--- src/rtl/fetch_queue_stage.sv ---
// fetch_queue_stage
//   Owns the fetch PC, issues at most one outstanding I-cache request and queues fetched
//   instructions (or fetch-side exceptions) in a FETCH_DEPTH-entry FIFO toward decode.
//   Redirects flush the queue and toggle an epoch bit so that in-flight responses are dropped.
// Ports
//   clk_i, rstn_i              clock, asynchronous active-low reset
//   stall_i                    blocks new I-cache requests only
//   redirect_valid_i/pc_i      redirect (highest priority)
//   icache_req_*               request channel (valid/ready, vaddr, epoch tag)
//   icache_resp_*              response channel (valid, epoch echo, data, access/page fault)
//   fetch_*                    head-of-queue toward decode (valid/ready, pc, inst, exception)
module fetch_queue_stage #(
  parameter int unsigned     XLEN        = 64,
  parameter int unsigned     VADDR_W     = 40,
  parameter int unsigned     INST_W      = 32,
  parameter int unsigned     FETCH_DEPTH = 4,
  parameter logic [XLEN-1:0] RESET_PC    = 'h200
) (
  input  logic               clk_i,
  input  logic               rstn_i,
  input  logic               stall_i,
  input  logic               redirect_valid_i,
  input  logic [XLEN-1:0]    redirect_pc_i,
  output logic               icache_req_valid_o,
  input  logic               icache_req_ready_i,
  output logic [VADDR_W-1:0] icache_req_vaddr_o,
  output logic               icache_req_epoch_o,
  input  logic               icache_resp_valid_i,
  input  logic               icache_resp_epoch_i,
  input  logic [INST_W-1:0]  icache_resp_data_i,
  input  logic               icache_resp_afault_i,
  input  logic               icache_resp_pfault_i,
  output logic               fetch_valid_o,
  input  logic               fetch_ready_i,
  output logic [XLEN-1:0]    fetch_pc_o,
  output logic [INST_W-1:0]  fetch_inst_o,
  output logic               fetch_ex_valid_o,
  output logic [3:0]         fetch_ex_cause_o
);

  localparam int unsigned PtrW = $clog2(FETCH_DEPTH);
  localparam int unsigned CntW = PtrW + 1;

  typedef enum logic [1:0] {StFetch, StWait, StHalt} state_e;

  state_e            state_q, state_d;
  logic [XLEN-1:0]   pc_q, pc_d;
  logic [XLEN-1:0]   req_pc_q, req_pc_d;
  logic              epoch_q, epoch_d;
  // Holds off the first request until the cycle after reset release.
  logic              run_q;

  logic [XLEN-1:0]   q_pc    [FETCH_DEPTH];
  logic [INST_W-1:0] q_inst  [FETCH_DEPTH];
  logic              q_ex    [FETCH_DEPTH];
  logic [3:0]        q_cause [FETCH_DEPTH];
  logic [PtrW-1:0]   wptr_q, rptr_q;
  logic [CntW-1:0]   count_q;

  logic              has_room, can_fetch, misaligned, out_of_range, pop;
  logic              push;
  logic [XLEN-1:0]   push_pc;
  logic [INST_W-1:0] push_inst;
  logic              push_ex;
  logic [3:0]        push_cause;

  // The outstanding request already owns a slot, so room is only checked at issue time.
  assign has_room     = count_q < CntW'(FETCH_DEPTH);
  assign can_fetch    = run_q && (state_q == StFetch) && !stall_i && has_room;
  assign misaligned   = |pc_q[1:0];
  assign out_of_range = |pc_q[XLEN-1:VADDR_W];

  assign icache_req_valid_o = can_fetch && !misaligned && !out_of_range && !redirect_valid_i;
  assign icache_req_vaddr_o = pc_q[VADDR_W-1:0];
  assign icache_req_epoch_o = epoch_q;

  assign fetch_valid_o    = (count_q != '0);
  assign pop              = fetch_valid_o && fetch_ready_i;
  assign fetch_pc_o       = fetch_valid_o ? q_pc[rptr_q]    : '0;
  assign fetch_inst_o     = fetch_valid_o ? q_inst[rptr_q]  : '0;
  assign fetch_ex_valid_o = fetch_valid_o ? q_ex[rptr_q]    : 1'b0;
  assign fetch_ex_cause_o = fetch_valid_o ? q_cause[rptr_q] : 4'd0;

  always_comb begin
    state_d    = state_q;
    pc_d       = pc_q;
    req_pc_d   = req_pc_q;
    epoch_d    = epoch_q;
    push       = 1'b0;
    push_pc    = pc_q;
    push_inst  = '0;
    push_ex    = 1'b0;
    push_cause = 4'd0;

    unique case (state_q)
      StFetch: begin
        if (can_fetch) begin
          if (misaligned) begin
            push       = 1'b1;
            push_ex    = 1'b1;
            push_cause = 4'd0;
            state_d    = StHalt;
          end else if (out_of_range) begin
            push       = 1'b1;
            push_ex    = 1'b1;
            push_cause = 4'd1;
            state_d    = StHalt;
          end else if (icache_req_ready_i) begin
            req_pc_d = pc_q;
            pc_d     = pc_q + XLEN'(4);
            state_d  = StWait;
          end
        end
      end
      StWait: begin
        if (icache_resp_valid_i) begin
          state_d = StFetch;
          if (icache_resp_epoch_i == epoch_q) begin
            push    = 1'b1;
            push_pc = req_pc_q;
            push_ex = icache_resp_afault_i || icache_resp_pfault_i;
            if (icache_resp_afault_i) begin
              push_cause = 4'd1;
            end else if (icache_resp_pfault_i) begin
              push_cause = 4'd12;
            end
            push_inst = push_ex ? '0 : icache_resp_data_i;
            if (push_ex) begin
              state_d = StHalt;
            end
          end
        end
      end
      StHalt: ;
      default: state_d = StFetch;
    endcase

    // Redirect overrides everything; an outstanding response will come back stale.
    if (redirect_valid_i) begin
      push     = 1'b0;
      pc_d     = redirect_pc_i;
      req_pc_d = req_pc_q;
      epoch_d  = ~epoch_q;
      state_d  = (state_q == StWait && !icache_resp_valid_i) ? StWait : StFetch;
    end
  end

  always_ff @(posedge clk_i or negedge rstn_i) begin
    if (!rstn_i) begin
      state_q  <= StFetch;
      pc_q     <= RESET_PC;
      req_pc_q <= '0;
      epoch_q  <= 1'b0;
      run_q    <= 1'b0;
    end else begin
      state_q  <= state_d;
      pc_q     <= pc_d;
      req_pc_q <= req_pc_d;
      epoch_q  <= epoch_d;
      run_q    <= 1'b1;
    end
  end

  always_ff @(posedge clk_i or negedge rstn_i) begin
    if (!rstn_i) begin
      wptr_q  <= '0;
      rptr_q  <= '0;
      count_q <= '0;
    end else if (redirect_valid_i) begin
      wptr_q  <= '0;
      rptr_q  <= '0;
      count_q <= '0;
    end else begin
      if (push) begin
        wptr_q <= wptr_q + PtrW'(1);
      end
      if (pop) begin
        rptr_q <= rptr_q + PtrW'(1);
      end
      count_q <= count_q + CntW'(push) - CntW'(pop);
    end
  end

  // Payload storage needs no reset: entries are only visible while count_q covers them.
  always_ff @(posedge clk_i) begin
    if (push) begin
      q_pc[wptr_q]    <= push_pc;
      q_inst[wptr_q]  <= push_inst;
      q_ex[wptr_q]    <= push_ex;
      q_cause[wptr_q] <= push_cause;
    end
  end

endmodule

--- config.mk ---
export PLATFORM = sky130hd
export DESIGN_NAME = fetch_queue_stage
export DESIGN_NICKNAME = d
export VERILOG_FILES = /design/src/rtl/fetch_queue_stage.sv
export SDC_FILE = /design/constraint.sdc
export NUM_CORES = 1
export LEC_CHECK = 0
export ABC_AREA = 1
export BUFFER_PORTS_ARGS = -buffer_cell sky130_fd_sc_hd__buf_4
export CORE_ASPECT_RATIO = 1.5
export CORE_UTILIZATION = 53
export CTS_CLUSTER_DIAMETER = 60
export DETAILED_ROUTE_END_ITERATION = 10
export PLACE_DENSITY_LB_ADDON = 0.25
export SLEW_MARGIN = 0
export SYNTH_ARGS = -nofsm -noshare
export SYNTH_HDL_FRONTEND = slang
export SYNTH_SLANG_ARGS = --single-unit
--- constraint.sdc ---
create_clock -name clk_i -period 5.2 [get_ports clk_i]
set_input_delay 0.78 -clock clk_i [delete_from_list [all_inputs] [get_ports clk_i]]
set_output_delay 0.78 -clock clk_i [all_outputs]
set_load 0.1 [all_outputs]
[Word-level counts from Yosys, hierarchy flattened]
Memories as Yosys holds them, arrays and structs flattened.
Cells that the tools add are included.
Storage, ports and cells
  memory bits (writable): 404
  flip-flop bits (word level): 139
  output and inout port bits: 144
  input bits: 106
  memories kept: 4
Cells by class
  reductions and logical operators: 26
  equality and inequality tests: 9
  add/sub/neg operators: 5
  bitwise gates (word level): 4
  magnitude comparators: 1
  multiplexer cells: 52
Memory list
  q_pc: words 4, width 64, read ports 1, clocked after Yosys merged registers in 0, write ports 1, line 53  | logic [XLEN-1:0] q_pc [FETCH_DEPTH];
  q_inst: words 4, width 32, read ports 1, clocked after Yosys merged registers in 0, write ports 1, line 54  | logic [INST_W-1:0] q_inst [FETCH_DEPTH];
  q_cause: words 4, width 4, read ports 1, clocked after Yosys merged registers in 0, write ports 1, line 56  | logic [3:0] q_cause [FETCH_DEPTH];
  q_ex: words 4, width 1, read ports 1, clocked after Yosys merged registers in 0, write ports 1, line 55  | logic q_ex [FETCH_DEPTH];
Operators by type and width (count)
  64-bit two-way mux: 10
  32-bit two-way mux: 5
  64-bit by 3-bit adder with 64-bit output, second input constant: 1
  2-bit two-way mux: 12
  24-bit OR reduction: 1
  4-bit two-way mux: 5
  1-bit two-way mux: 15
  2-bit nonzero test: 5
  1-bit logical AND: 8
  4-bit case mux with 2 select lines: 1
  2-bit inequality test, second input constant: 3
  3-bit inequality test, second input constant: 2
  2-bit case mux with 3 select lines: 1
  6-bit AND reduction: 1
  1-bit logical NOT: 5
  5-bit inequality test, second input constant: 1
  5-bit AND reduction: 1
  2-bit by 1-bit adder with 2-bit output, second input constant: 2
  1-bit NOT: 4
  1-bit case mux with 2 select lines: 2
  4-bit AND reduction: 1
  3-bit by 1-bit adder with 3-bit output: 1
  3-bit less-than comparator, second input constant: 1
  3-bit two-way mux: 1
  8 further kinds: 8

[Logic depth before layout (Yosys ltp)]
  depth after elaboration: 10
  gate-level depth with buffers: 14
  gate-level depth less buffers: 14

[Worst setup path after synthesis]
No wires, ideal clock.
  path type: register to register
  start point: register epoch_q (netlist: icache_req_epoch_o)
  end point: memory q_cause[0][0], enable pin
  path buffers: 0
  cell stages (with the launch flop): 6
  arrival: 5704 ps
  required time: 4642 ps
  slack: -1062 ps
  cells stage by stage: dfrtp_1 -> xnor2_1 -> nand3_1 -> nand2_1 -> nand2_1 -> nor2_1
Between the ends
  cells in the longest elaborated chain, start to end: 7
RTL lines
  start: declaration: line 49  | logic epoch_q, epoch_d;
  start signal: assignment: line 159  | epoch_q <= epoch_d;
  1-bit equality test: line 118  | if (icache_resp_epoch_i == epoch_q) begin
  1-bit two-way mux: line 118
  1-bit two-way mux: line 116  | if (icache_resp_valid_i) begin
  1-bit case mux with 2 select lines: line 95  | unique case (state_q)
  1-bit two-way mux: line 139  | if (redirect_valid_i) begin
  1-bit two-way mux: line 186  | if (push) begin
  1-bit two-way mux (not written as such): line 190  | q_cause[wptr_q] <= push_cause;
  end: declaration: line 56
No other way between the ends.

[Worst setup path in the final report]
  start point: register rptr_q[1]
  end point: output port fetch_pc_o[39]
Between the ends
  cells in the longest elaborated chain, start to end: 2
RTL lines
  start: declaration: line 57  | logic [PtrW-1:0] wptr_q, rptr_q;
  start signal: assignment: line 178  | rptr_q <= rptr_q + PtrW'(1);
  memory read 4 x 64 bit
  64-bit two-way mux: line 79  | assign fetch_pc_o = fetch_valid_o ? q_pc[rptr_q] : '0;
  end: declaration: line 35  | output logic [XLEN-1:0] fetch_pc_o,
No other way between the ends.

==> out/metrics.cfg <==
[clock_tree]
cts.sinks=535
cts_resized=0
cts_hold_buf=0
clockBufferDepth=3
cts_root_buffer=clkbuf_16
htreeDepth=2
cts_setup_buffers=0
cts_tree=built
cts_buffers=48
clkTransAtPathRegs_ns=0.07
clk_latency_ns=0.57

[logic_synthesis]
synthMuxAreaShare=0.000428
synthAdderAreaFrac=0.00460
syn-num-nets=2476
synth_seq_cells=535
syn_inst=2362
synth-simple-area-share=0.184
synth_xor_area_frac=0.00225
syn_area_sq_um=23400
async_flop_share=0.260
synth-main-ff-cell=edfxtp_1
synth_cell_types=34
synth_compound_area_frac=0.0976
ys_seq_area_frac=0.657
synth_top_family_by_area=simple AND/OR/NAND/NOR gates
ys_warn_count=0
syn_avg_cell_area_sq_um=9.90
synth-edff-count=396

[grt]
grt_pass1_wl_mm=94.0
grt_use_total=0.272
grt_pass1_vias=17400
grt-ovfl-total=0
antenna_found_initial=0
grt_max_degree=200

[place]
hpwl_mm=37.7
gp_congestion=0.966
dp_slack_ns=1.60
io_buffers=248

[worst_setup_path]
r2r-start=pc_q[48]
crit_fanout=38
arrival_ns=3.37
cpMaxStageDelayCell=dfrtp_4
rr_worst_depth=14
r2r_slack_ns=2.20
worst_ep_required_time_ns=4.42
critPathLaunch=rptr_q[1]
cpMostUsedCell=buf_4
crit_end=fetch_pc_o[39]
crit_path_end_kind=output port
cp_cell_sequence=clkinv_2 -> buf_4 -> nor2_1 -> o21ai_0 -> a21oi_1 -> buf_4
max_stage_delay_ns=0.74
r2r-end=count_q[2]
critPathKind=flop to output port
worstSetupStartpointType=flop

[pwr]
power_frac_comb=0.417
internal-power_w=0.00777
switching_share=0.459
seqPwrFrac=0.340
cellLeakagePower_nw=10.5
p_sw_w=0.00660
power.density_nw_per_um2=533
total_power_w=0.0144
pwr-share-clk=0.244
peakVddDrop_mv=0.388

[drt]
detail_route.vias_per_cell=5.53
ant_nets=0
vias=17300
first_pass_iters=7
wire_per_inst_um=19.5
drc=0
wl_mm=61.0
drt-initial-drc-count=1379

[sta]
worst_slack_ns=1.05
slew_viol_final=0
rsz0062_at_grt=false
finalCritPeriodShare=0.799
hold_viol_final=0
setup_viol=0
skew_ns=0.00959
fin_hold_ws_ns=0.203
setup_tns_ns=0
clock.fmax_mhz=241
worst_pin_slew_ns=1.05
post-route-min-period_ns=4.15
slew_headroom=0.299

[cells_and_area]
areaGrowthSynthToFinish_pct=15.1
fillerInstances=3550
layout-drive-gt1-share=0.150
n_antenna_cell=0
nets=2627
ff_latch_area_sq_um=15400
multi_input_comb_area_sq_um=6810

[run]
cap_violations=0

[floorplanning]
die_y_um=259
start_util=0.540
die_w_um=174
core_sq_um=43300
boundaryPins=250
dieArea_sq_um=45000
num_rows=93

[run_status]
outcome=complete, no violations

[worst_hold_path]
holdCritPathClass=primary input to async pin

## layer usage
layer / GRT usage / part of all wire / up-vias
li1: - / - / 8162
met1: 0.318 / 0.38 / 8292
met2: 0.493 / 0.52 / 663
met3: 0.0343 / 0.062 / 141
met4: 0.133 / 0.042 / 0
met5: 0 / 0 / -
## power by group through the flow
stage	Sequential, W	Combinational, W	Clock (W)
2_1_floorplan	0.00495	0.00466	0
3_3_place_gp	0.00496	0.00595	0
3_5_place_dp	0.00497	0.00599	0
4_1_cts	0.00488	0.00601	0.00355
5_1_grt	0.00489	0.00625	0.00369
6_report	0.00488	0.00599	0.00350
## metrics by stage
step                cells   util  area, sq um
finish               3123  0.622        26900
detailed placement   3033  0.586        25400
global route         3123  0.622        26900
floorplan            2362      -        23400
global placement     3033  0.586        25400
CTS                  3123  0.622        26900
## worst min-delay path by stage
| stage | from | to | slack (ns) | cells after the start |
|---|---|---|---|---|
| global route | rstn_i | pc_q[20] | 0.23 | 1 |
| floorplan | state_q[1] | state_q[0] | 0.45 | 1 |
| CTS | rstn_i | pc_q[23] | 0.22 | 1 |
| detailed placement | req_pc_q[10] | req_pc_q[10] | 0.47 | 2 |
| global placement | req_pc_q[10] | req_pc_q[10] | 0.46 | 2 |
| finish | rstn_i | pc_q[21] | 0.20 | 1 |
## layout by cell type (no fill, tap or decap), types with 8 or more instances in the layout
cell | Yosys | layout
nand3_1 | 75 | 74
o21ai_1 | 31 | 31
o21ai_2 | 10 | 10
edfxtp_1 | 396 | 396
nand2_1 | 420 | 420
nand4_1 | 9 | 9
dfrtp_1 | 138 | 136
clkbuf_16 | 0 | 49
o21ai_0 | 300 | 300
nor2_1 | 565 | 559
inv_1 | 100 | 97
clkbuf_1 | 77 | 8
a21oi_1 | 102 | 102
nor2_4 | 4 | 9
clkinv_1 | 0 | 11
buf_4 | 45 | 263
## layout make-up
type,count,area share
clock buffers,62,0.0492
clock inverters,28,0.00864
inverters,103,0.0145
multi-input cells,1556,0.253
flip-flops and latches,535,0.571
well taps,570,0.0265
repair buffers,269,0.0774
## kinds of logic after synthesis
family | count (synthesis)
and+or+nand+nor | 1092
DFF | 535
AOI/OAI and AO/OA | 447
buffers and inverters | 271
adders and majority gates | 8
xor gates and xnor gates | 6
other | 2
muxes | 1
## state kept, by name, indices dropped and copies added, names as in the netlist
register	count
wptr_q	2
q_ex	4
icache_req_epoch_o	1
q_inst	128
q_cause	8
state_q	2
pc_q	64
rptr_q	2
run_q	1
req_pc_q	64
count_q	3
q_pc	256
## worst max-delay path, delay by kind of cell (launching register included)
family	cells	cell delay, ns
buf+inv	3	1.55
flops	1	0.74
compound gates	2	0.33
simple gates	1	0.14
## Yosys cell counts (8+ instances only)
library cell / count / area [sq um]
a21oi_1: 102 / 510
buf_1: 8 / 30.0
buf_2: 33 / 165
buf_4: 45 / 338
clkbuf_1: 77 / 289
dfrtp_1: 138 / 3450
edfxtp_1: 396 / 11900
inv_1: 100 / 375
nand2_1: 420 / 1580
nand3_1: 75 / 375
nand4_1: 9 / 56.3
nor2_1: 565 / 2120
o21ai_0: 300 / 1500
o21ai_1: 31 / 155
o21ai_2: 10 / 87.6
(Power assumes the default switching activity.)
